File: config.mk
export PLATFORM = sky130hd
export DESIGN_NAME = frame_bbox_scan
export DESIGN_NICKNAME = d
export VERILOG_FILES = /design/src/rtl/frame_bbox_scan.sv
export SDC_FILE = /design/constraint.sdc
export NUM_CORES = 1
export LEC_CHECK = 0
export ABC_AREA = 1
export CORE_MARGIN = 5
export CORE_UTILIZATION = 55
export DETAILED_ROUTE_END_ITERATION = 16
export PLACE_DENSITY = 0.84
export RECOVER_POWER = 50
export SLEW_MARGIN = 20
export SYNTH_ARGS = -nofsm -noshare
export SYNTH_HDL_FRONTEND = slang
export SYNTH_SLANG_ARGS = --single-unit
export TNS_END_PERCENT = 10
File: constraint.sdc
create_clock -name sysclk -period 2.2 [get_ports sysclk]
set_clock_uncertainty 0.05 [all_clocks]
set_input_delay 0.55 -clock sysclk [delete_from_list [all_inputs] [get_ports sysclk]]
set_output_delay 0.55 -clock sysclk [all_outputs]
set_load 0.01 [all_outputs]
File: src/rtl/frame_bbox_scan.sv
// Scans one stored frame through the shared RAM read port, thresholds each pixel
// and publishes the bounding box and hit count of the bright region.
module frame_bbox_scan #(
    parameter int unsigned H_RES  = 256,
    parameter int unsigned V_RES  = 240,
    parameter int unsigned XW     = 8,
    parameter int unsigned YW     = 8,
    parameter int unsigned RD_LAT = 2,
    parameter logic [2:0]  THRESH = 3'd4
) (
    input  logic          sysclk,
    input  logic          resetc,
    input  logic          start,
    output logic [15:0]   rdaddress,
    output logic          rdclock,
    output logic          rden,
    input  logic [2:0]    data,
    output logic          busy,
    output logic          done,
    output logic          found,
    output logic [XW-1:0] xmin,
    output logic [XW-1:0] xmax,
    output logic [YW-1:0] ymin,
    output logic [YW-1:0] ymax,
    output logic [16:0]   count
);

    localparam int unsigned   N         = H_RES * V_RES;
    localparam logic [15:0]   LAST_ADDR = 16'(N - 1);
    localparam logic [XW-1:0] X_LAST    = XW'(H_RES - 1);
    localparam logic [2:0]    DRAIN_END = 3'(RD_LAT - 1);
    localparam int unsigned   XPW       = RD_LAT * XW;
    localparam int unsigned   YPW       = RD_LAT * YW;

    typedef enum logic [1:0] {
        S_IDLE,
        S_SCAN,
        S_DRAIN,
        S_DONE
    } state_t;

    state_t state, state_nxt;

    logic            issue;
    logic            scan_start;
    logic            last_issue;
    logic [2:0]      drain_cnt;
    logic [15:0]     addr_cnt;
    logic [XW-1:0]   x_cnt;
    logic [YW-1:0]   y_cnt;

    // Tag pipeline: bit/field 0 is the address issued this cycle, the top entry
    // lines up with the data word arriving from the RAM.
    logic [RD_LAT-1:0] vld_pipe;
    logic [XPW-1:0]    x_pipe;
    logic [YPW-1:0]    y_pipe;

    logic            tag_vld;
    logic [XW-1:0]   tag_x;
    logic [YW-1:0]   tag_y;
    logic            hit;

    logic            s_found;
    logic [XW-1:0]   s_xmin, s_xmax;
    logic [YW-1:0]   s_ymin, s_ymax;
    logic [16:0]     s_count;

    assign rdclock = sysclk;
    assign rden    = vld_pipe[0];
    assign busy    = (state != S_IDLE);

    assign tag_vld = vld_pipe[RD_LAT-1];
    assign tag_x   = x_pipe[XPW-1 -: XW];
    assign tag_y   = y_pipe[YPW-1 -: YW];
    assign hit     = tag_vld && (data >= THRESH);

    assign last_issue = issue && (addr_cnt == LAST_ADDR);

    always_comb begin
        state_nxt  = state;
        scan_start = 1'b0;
        issue      = 1'b0;
        case (state)
            S_IDLE: begin
                if (start) begin
                    scan_start = 1'b1;
                    issue      = 1'b1;
                    state_nxt  = S_SCAN;
                end
            end
            S_SCAN: begin
                issue = 1'b1;
                if (addr_cnt == LAST_ADDR) state_nxt = S_DRAIN;
            end
            S_DRAIN: begin
                if (drain_cnt == DRAIN_END) state_nxt = S_DONE;
            end
            S_DONE:  state_nxt = S_IDLE;
            default: state_nxt = S_IDLE;
        endcase
    end

    always_ff @(posedge sysclk or negedge resetc) begin
        if (!resetc) begin
            state     <= S_IDLE;
            drain_cnt <= '0;
        end else begin
            state     <= state_nxt;
            drain_cnt <= (state == S_DRAIN) ? drain_cnt + 3'd1 : '0;
        end
    end

    // Counters return to zero on the final issue so the next scan starts clean.
    always_ff @(posedge sysclk or negedge resetc) begin
        if (!resetc) begin
            addr_cnt  <= '0;
            x_cnt     <= '0;
            y_cnt     <= '0;
            rdaddress <= '0;
        end else begin
            if (issue) rdaddress <= addr_cnt;
            if (last_issue) begin
                addr_cnt <= '0;
                x_cnt    <= '0;
                y_cnt    <= '0;
            end else if (issue) begin
                addr_cnt <= addr_cnt + 16'd1;
                if (x_cnt == X_LAST) begin
                    x_cnt <= '0;
                    y_cnt <= y_cnt + YW'(1);
                end else begin
                    x_cnt <= x_cnt + XW'(1);
                end
            end
        end
    end

    always_ff @(posedge sysclk or negedge resetc) begin
        if (!resetc) begin
            vld_pipe <= '0;
            x_pipe   <= '0;
            y_pipe   <= '0;
        end else begin
            vld_pipe <= RD_LAT'({vld_pipe, issue});
            x_pipe   <= XPW'({x_pipe, x_cnt});
            y_pipe   <= YPW'({y_pipe, y_cnt});
        end
    end

    always_ff @(posedge sysclk or negedge resetc) begin
        if (!resetc) begin
            s_found <= 1'b0;
            s_xmin  <= '0;
            s_xmax  <= '0;
            s_ymin  <= '0;
            s_ymax  <= '0;
            s_count <= '0;
        end else if (scan_start) begin
            s_found <= 1'b0;
            s_xmin  <= '0;
            s_xmax  <= '0;
            s_ymin  <= '0;
            s_ymax  <= '0;
            s_count <= '0;
        end else if (hit) begin
            s_found <= 1'b1;
            s_count <= s_count + 17'd1;
            if (!s_found) begin
                s_xmin <= tag_x;
                s_xmax <= tag_x;
                s_ymin <= tag_y;
                s_ymax <= tag_y;
            end else begin
                if (tag_x < s_xmin) s_xmin <= tag_x;
                if (tag_x > s_xmax) s_xmax <= tag_x;
                if (tag_y < s_ymin) s_ymin <= tag_y;
                if (tag_y > s_ymax) s_ymax <= tag_y;
            end
        end
    end

    always_ff @(posedge sysclk or negedge resetc) begin
        if (!resetc) begin
            done  <= 1'b0;
            found <= 1'b0;
            xmin  <= '0;
            xmax  <= '0;
            ymin  <= '0;
            ymax  <= '0;
            count <= '0;
        end else begin
            done <= (state == S_DONE);
            if (state == S_DONE) begin
                found <= s_found;
                xmin  <= s_xmin;
                xmax  <= s_xmax;
                ymin  <= s_ymin;
                ymax  <= s_ymax;
                count <= s_count;
            end
        end
    end

endmodule

==> impl_metrics.ini <==
[detailed_routing]
drt_iter0_drc = 523
firstDrtPassIters = 5
ant_nets = 0
viasPerCell = 5.377
wirelength_um = 19030
vias = 6807
wl_per_cell_um = 15.03
route.detailed.drc = 0

[run]
maxCapViolations = 0

[synthesis]
synth_warnings = 0
yosysUniqueCellTypes = 34
syn-instance-count = 953
synth_area_um2 = 8518
dominantRegCellSynth = dfrtp_1
synth.avg_cell_area_um2 = 8.938
synthArstFlopShare_pct = 100.0
synth_edf_count = 0
ys_seq_area_share_pct = 55.23
yosys_register_bits = 188
syn_nets = 1000

[die]
dieArea_um2 = 18080
rows = 45
die_w_um = 134.5
pin_count = 76
design.core.area_um2 = 15200
start_util_pct = 56.03
die-height_um = 134.5

[global_route]
grt_pass1_vias = 7062
grt_overflow = 0
grt_max_degree = 57
antenna_found_initial = 0
track_usage_pct = 22.49
grt_pass1_wl_um = 32750

[worst_hold_path]
hp-class = reg -> reg

[sta]
relSlewSlack_pct = 41.28
hold_violations = 0
maxSlewViolCount = 0
setup_violations = 0
fmax_mhz = 463.9
finalCriticalPeriod_ns = 2.164
worst_slew_pin_slew_ns = 0.8808
finalCritPeriodShare_pct = 98.38

[finish]
stdcell_count = 1266
fin_area_um2 = 10360
diodes = 0
fillers = 1102
area_growth_pct = 21.64
drive_gt1_share_pct = 11.04
nets = 1112

[outcome]
outcome = complete, no violations

[setup_path]
crit_path_frequent_cell = clkbuf_16
max_stage_delay_ns = 0.22
crit_fanout = 2
critPathCaptureType = output port
path_class = clk -> out
crit_buf_inv = 3
start_kind = clock port
worstPathRequired_ns = 1.60
worstPathCellList = clkbuf_16 -> clkbuf_16 -> clkdlybuf4s15_1
crit_family = buffers and inverters
crit_slowest_cell = clkdlybuf4s15_1
worst_ep_arrival_time_ns = 1.56

[pwr]
irDropWorstVdd_uv = 757.0
power_density_nw_per_um2 = 1361
p_leak_uw = 0.005144

[placement]
io_buffers = 73
gp_congestion = 0.8657
placedCellCount = 1227
dpl.hpwl_um = 12540
dpl_cell_area_um2 = 9676

[clocking]
clk_pin_slew_ns = 0.06
clk_latency_ns = 0.54
cts_tree = yes
[state kept, by name (all words and copies together) (netlist names), 16 cells and up]
name	cells
rdaddress	16
x_pipe	16
addr_cnt	16
count	17
s_count	17
y_pipe	16
[logic make-up after synthesis]
group | Yosys count | share of synthesized area (%)
flip-flops | 188 | 55.23
AO/OA/AOI/OAI | 108 | 6.654
multiplexers | 9 | 1.175
buffers and inverters | 141 | 6.727
AND/OR/NAND/NOR | 453 | 22.86
adder cells (fa/ha/maj) | 41 | 6.022
XOR/XNOR | 13 | 1.337
[per-layer routing]
metal	share of wire (%)	global-route usage [%]
met4	2.7	9.389
met5	0	0
met3	5.0	4.508
met1	42	27.97
met2	50	38.60
[cells in the mapped netlist (11+ instances only)]
library cell	instances	share of area, %
nand2_1	225	9.9
dfrtp_1	188	55
nor2_1	121	5.3
inv_1	114	5.0
a21oi_1	64	3.8
nand3_1	53	3.1
ha_1	41	6.0
o21ai_0	29	1.7
nand4_1	15	1.1
nand2_2	11	0.81
nor3_1	11	0.65
[final timing paths]
path | from | endpoint | slack, ns | cells past startpoint
max | sysclk | rdclock | 0.04 | 3
min in group asynchronous | resetc | rdaddress[6] | 0.48 | 2
min | y_pipe[1] | y_pipe[9] | 0.30 | 0
min reg2reg | y_pipe[1] | y_pipe[9] | 0.30 | 0
max reg2reg | y_pipe[15] | s_ymax[6] | 0.29 | 9
max in group asynchronous | resetc | ymax[6] | 0.38 | 3
[where the power goes]
group	internal (uW)	total (uW)	switching [uW]
clock	2130	3460	1330
combinational	2400	5470	3060
sequential	4490	5180	691
[metrics by stage]
stage | TNS [ns] | setup WS [ns] | total power (uW) | hold WS, ns | util [%]
finish | 0 | 0.03565 | 14100 | 0.2987 | 68.16
detailed placement | -0.0008094 | -0.0008094 | 10560 | 0.2847 | 63.65
global route | -0.008356 | -0.008356 | 15010 | 0.3064 | 68.16
global placement | 0 | 0.04800 | 10310 | 0.2818 | 63.65
CTS | 0 | 0.006045 | 14130 | 0.2991 | 68.40
floorplan | 0 | 0.3809 | 8222 | 0.2044 | -
[worst register-to-register path, delay by kind of cell (launching register included)]
family	cells	cell delay [ns]
adders and majority gates	1	0.33
DFF	1	0.42
and+or+nand+nor	8	1.05
[timing repair]
item,CTS,global route
buffers inserted,2,1
hold buffers,1,0
pin swaps,1,0
setup endpoints to repair,2,1
resized for setup,5,2
endpoints found under the hold margin,51,0
[cells in the final DEF, fill, tap and decap left out, types with 6 or more instances in the layout]
cell / Yosys / layout
nand2_1: 225 / 225
dfrtp_1: 188 / 188
nor2_1: 121 / 121
inv_1: 114 / 112
clkdlybuf4s50_1: 0 / 70
a21oi_1: 64 / 64
nand3_1: 53 / 53
ha_1: 41 / 39
buf_4: 2 / 33
o21ai_0: 29 / 29
clkbuf_16: 0 / 20
nand4_1: 15 / 15
nor3_1: 11 / 11
nand2_2: 11 / 11
xor2_1: 10 / 10
mux2_2: 8 / 8
o21ai_1: 6 / 6
[final cells by class]
type                            count  area [um2]  share of cell area (%)
Sequential cell                   188        4705                   45.41
Multi-Input combinational cell    624        3256                   31.42
Timing Repair Buffer              114        1035                   9.987
Clock buffer                       25       555.5                   5.362
Inverter                          116       435.4                   4.202
Tap cell                          188       235.2                   2.270
Clock inverter                     11       140.1                   1.352
Power figures use the tool's default switching activity.
==> RTL change 1: new RTL, config.mk and constraints unchanged <==
The 4 states of `state_t` get a one-hot encoding in 4 bits.
--- a/src/rtl/frame_bbox_scan.sv
+++ b/src/rtl/frame_bbox_scan.sv
@@ -33,9 +33,9 @@
     localparam int unsigned   YPW       = RD_LAT * YW;
 
-    typedef enum logic [1:0] {
-        S_IDLE,
-        S_SCAN,
-        S_DRAIN,
-        S_DONE
+    typedef enum logic [3:0] {
+        S_IDLE  = 4'b0001,
+        S_SCAN  = 4'b0010,
+        S_DRAIN = 4'b0100,
+        S_DONE  = 4'b1000
     } state_t;
 
Formal check against the unedited RTL: same outputs for any inputs over 10 cycles, from zero or initial values and one cycle with resetc low; not proved beyond that.
==> RTL change 1 against the unedited design <==
- routed wire length down 5.5%
- largest power group is now registers
- core utilization down 2.0 points
- synthesized area up 2.3%
- final area up 0.28%
- worst setup slack worse by 2.5 ps
- cell count up 2.5%
- power down 15%
- sequential cell count up 2
==> RTL change 1: results (changes against the unedited design) <==
[layout]
seq_cells = 190  ; was 188
multi_input_area_share = 0.3155  ; was 0.3142
clkCellAreaFrac = 0.06551  ; was 0.06714
num-nonclk-buffers = 96  ; was 114
drive_gt1_frac = 0.09704  ; was 0.1104
ff_latch_area_mm2 = 0.004756  ; was 0.004705 mm2
inv_count = 125  ; was 116
layout.nets = 1111  ; was 1112
multi_input_cells = 635  ; was 624
bufAreaShareNonClock = 0.08984  ; was 0.09987
n_clock_buffer = 24  ; was 25

[route]
avgRoutedWirePerCell_um = 13.85  ; was 15.03 um
dr_wl_met2_mm = 8.788  ; was 9.489 mm
via_per_inst = 5.164  ; was 5.377
met3_length_um = 970  ; was 948 um
dr.pass1.iters = 6  ; was 5
wl_met1_mm = 7.881  ; was 8.079 mm

[global_route]
grt_pass1_vias = 6714  ; was 7062
grt.total_usage = 0.2101  ; was 0.2249
gr-usage-met1 = 0.2706  ; was 0.2797
grt_max_degree = 93  ; was 57
gr-usage-met3 = 0.04848  ; was 0.04508
grt_pass1_wl_mm = 31.05  ; was 32.75 mm
use_met2 = 0.3479  ; was 0.3860

[worst_setup_path]
r2r-end = y_cnt[4]  ; was s_ymax[6]
r2r_slack_ps = 180  ; was 290 ps
slowest_delay_ps = 220  ; about the same
reg2reg_from = addr_cnt[1]  ; was y_pipe[15]
r2r_cells = 7  ; was 9

[placed_design]
hpwl_mm = 12.52  ; was 12.54 mm
pre_cts_ws_ps = 51.23  ; was -0.8094 ps
postPlaceCellArea_mm2 = 0.009751  ; was 0.009676 mm2
gp_congestion = 0.8900  ; was 0.8657

[pwr]
p_comb_frac = 0.334  ; was 0.388
total_power_w = 0.01205  ; was 0.01410 W
ir_drop_mv = 0.7090  ; was 0.7570 mV
p_int_w = 0.007806  ; was 0.009022 W
leakagePower_nw = 5.126  ; was 5.144 nW
p_clk_w = 0.00340  ; was 0.00346 W

[worst_hold_path]
hp-start = x_pipe[5]  ; was y_pipe[1]
min_to = x_pipe[13]  ; was y_pipe[9]

[status]
status = finished clean  ; unchanged

[synthesis]
synth_area_mm2 = 0.008717  ; was 0.008518 mm2
synthTopCellsByCount = 293 x nand2_1, 189 x dfrtp_1, 119 x inv_1  ; was 225 x nand2_1, 188 x dfrtp_1, 121 x nor2_1

[sta]
layout_setup_ws_ps = 33.14  ; was 35.65 ps
relSlewSlack = 0.4394  ; was 0.4128

## RTL change 1: cell count changes in the layout (fill, tap and decap cells not counted), sizes merged, moves of 11 or more
cell / unedited run / this run
nor2: 130 / 47
nand2: 237 / 306
o21ai: 39 / 90
a21oi: 64 / 24
buf: 34 / 18
inv: 117 / 128
nor3: 13 / 24
## RTL change 1: cell families after synthesis
kind of cell / after synthesis / share of synthesized area
xor+xnor: 12 / 0.01206
fa+ha+maj: 36 / 0.05167
buf+inv: 150 / 0.07837
flops: 190 / 0.5456
compound gates: 120 / 0.08009
simple gates: 467 / 0.2322
## RTL change 1: metrics by stage
step,cells,util,hold WS [ps]
after floorplan,975,-,204.4
after global placement,1261,0.6206,281.7
after detailed placement,1261,0.6206,284.7
after CTS,1298,0.6640,300.0
after global routing,1298,0.6613,305.3
final,1298,0.6613,295.4
## RTL change 1: what timing repair did
action	in CTS	in global routing
hold endpoints to repair	56	0
setup buffers	1	0
setup endpoints to repair	2	0
resized for setup	7	0
hold buffers	1	0
==> RTL change 2: new RTL, same flow settings <==
Without the edit above. The parameter `YW` goes from 8 to 4.
--- a/src/rtl/frame_bbox_scan.sv
+++ b/src/rtl/frame_bbox_scan.sv
@@ -5,5 +5,5 @@
     parameter int unsigned V_RES  = 240,
     parameter int unsigned XW     = 8,
-    parameter int unsigned YW     = 8,
+    parameter int unsigned YW     = 4,
     parameter int unsigned RD_LAT = 2,
     parameter logic [2:0]  THRESH = 3'd4
Interface: changed (resized ymax and ymin); port bits go from 76 to 68. No check against the original RTL was run, so the function may have changed too.
==> RTL change 2 against the unedited design <==
- sequential cell count shrank 28
- cell count shrank 18%
- power shrank 15%
- routed wire length shrank 23%
- worst setup slack gained 60 ps
- die area shrank 15%
- count of clock-buffer cells in the layout shrank 4
- combinational power shrank 21%
- register-to-register slack gained 100 ps
- final area shrank 16%
- synthesized area shrank 17%
- largest cell class unchanged
- highest routed layer unchanged
==> RTL change 2: results (changes against the unedited design) <==
[placed_design]
gp_congestion = 0.8911  ; was 0.8657
dp.cells = 997  ; was 1227
pre_cts_ws_ps = 51.23  ; was -0.8094 ps
io_buffers = 65  ; was 73
hpwl_mm = 10.15  ; was 12.54 mm
postPlaceCellArea_mm2 = 0.008064  ; was 0.009676 mm2

[pwr]
p_int_w = 0.007673  ; was 0.009022 W
ir_drop_mv = 0.7221  ; was 0.7570 mV
power_density_mw_per_mm2 = 1366  ; was 1361 mW/mm2
p_clk_w = 0.00322  ; was 0.00346 W
seqPwrFrac = 0.369  ; was 0.367
leakagePower_nw = 4.296  ; was 5.144 nW

[worst_setup_path]
critPathTopFamily = flip-flops  ; was buffers and inverters
cpMaxStageDelayCell = dfrtp_1  ; was clkdlybuf4s15_1
crit_arrival_ps = 1500  ; was 1560 ps
r2r_cells = 9  ; unchanged
reg2reg_from = state[1]  ; was y_pipe[15]
r2r-end = x_cnt[7]  ; was s_ymax[6]
slowest_delay_ps = 400  ; was 220 ps
r2r_slack_ps = 390  ; was 290 ps
crit_fanout = 4  ; was 2

[global_route]
gr-usage-met3 = 0.04995  ; was 0.04508
grt_pass1_wl_mm = 25.31  ; was 32.75 mm
use_met2 = 0.3498  ; was 0.3860
antenna_found_initial = 0  ; unchanged
grt_pass1_vias = 5446  ; was 7062
gr-usage-met1 = 0.2737  ; was 0.2797
grt.total_usage = 0.2121  ; was 0.2249
grt_max_degree = 49  ; was 57

[synthesis]
yosysSeqAreaShare = 0.5638  ; was 0.5523
yosys.area_share.adder = 0.05814  ; was 0.06022
avgSynthCellArea_um2 = 9.394  ; was 8.938 um2
synthArstFlopShare = 1.000  ; unchanged
synthXorXnorAreaFrac = 0.01233  ; was 0.01337
yosys-top-cells-area = dfrtp_1 56%, nand2_1 8.4%, ha_1 5.8%  ; was dfrtp_1 55%, nand2_1 9.9%, ha_1 6.0%
synth.distinct_cells = 36  ; was 34
synthMuxAreaShare = 0.01744  ; was 0.01175
synth_warnings = 0  ; unchanged
synth_compound_area_frac = 0.08104  ; was 0.06654
postSynthNetCount = 795  ; was 1000
synthTopCellsByCount = 160 x dfrtp_1, 158 x nand2_1, 82 x nor2_1  ; was 225 x nand2_1, 188 x dfrtp_1, 121 x nor2_1

[sta]
max_slew.worst_pin.slew_ps = 1189  ; was 880.8 ps
hold_ws_ps = 299.0  ; was 298.7 ps

[worst_hold_path]
hp-class = flip-flop to flip-flop  ; unchanged
min_to = x_pipe[11]  ; was y_pipe[9]
holdPathStages = 0  ; unchanged
hp-start = x_pipe[3]  ; was y_pipe[1]

[layout]
drive_gt1_frac = 0.1344  ; was 0.1104
instances_no_fill = 1035  ; was 1266
fillers = 916  ; was 1102
layout.nets = 889  ; was 1112

[route]
detail-route-antenna-nets = 0  ; unchanged
drtIter0Drc = 369  ; was 523
via_per_inst = 5.239  ; was 5.377
avgRoutedWirePerCell_um = 14.21  ; was 15.03 um

[clock_network]
clock_latency_ps = 540  ; about the same
cts.clk_slew.worst_paths_ps = 60  ; about the same

[status]
status = finished clean  ; unchanged

==> RTL change 2: changes by cell type after synthesis, sizes merged, moves of 5 or more <==
cell,before,now
nand4,15,10
inv,116,86
nor2,130,94
ha,41,33
nand3,57,35
nand2,237,169
dfrtp,188,160
==> RTL change 2: how the worst max path moves through the flow <==
stage | from | end | slack (ps) | cells after the start
after global routing | state[1] | busy | -2 | 4
after floorplan | sysclk | rdclock | 380 | 1
after detailed placement | sysclk | rdclock | 50 | 1
after global placement | sysclk | rdclock | 50 | 1
final | state[1] | busy | 100 | 4
after CTS | state[1] | busy | 2 | 4
==> RTL change 2: cell type report <==
class,instances,share of cell area
Clock buffer,21,0.06012
Clock inverter,15,0.01675
Inverter,86,0.03722
Multi-Input combinational cell,490,0.3060
Sequential cell,160,0.4581
Tap cell,172,0.02462
Timing Repair Buffer,91,0.09719
==> RTL change 2: kinds of logic (layout without fill, tap and decap cells) <==
| family | count (synthesis) | after routing |
|---|---|---|
| buffers and inverters | 106 | 213 |
| flip-flops | 160 | 160 |
| adder cells (fa/ha/maj) | 33 | 33 |
| AND/OR/NAND/NOR | 327 | 327 |
| multiplexers | 11 | 11 |
| AO/OA/AOI/OAI | 109 | 109 |
| XOR/XNOR | 10 | 10 |
==> RTL change 2: metrics by stage <==
step	setup TNS (ps)	utilization
floorplan	0	-
global placement	0	0.6390
detailed placement	0	0.6390
CTS	0	0.6927
global route	-2.334	0.6926
finish	0	0.6926
==> RTL change 2: what timing repair did <==
item                                    in CTS  in global routing
endpoints found under the setup margin       2                  1
hold endpoints to repair                    43                  0
setup buffers                                1                  1
hold buffers                                 1                  0
resized for setup                            4                  4
==> RTL change 2: per-layer routing <==
metal / wire length, um / up-vias
li1: - / 2631
met3: 666 / 26
met2: 7426 / 145
met5: 0 / -
met1: 6358 / 2620
met4: 257 / 0
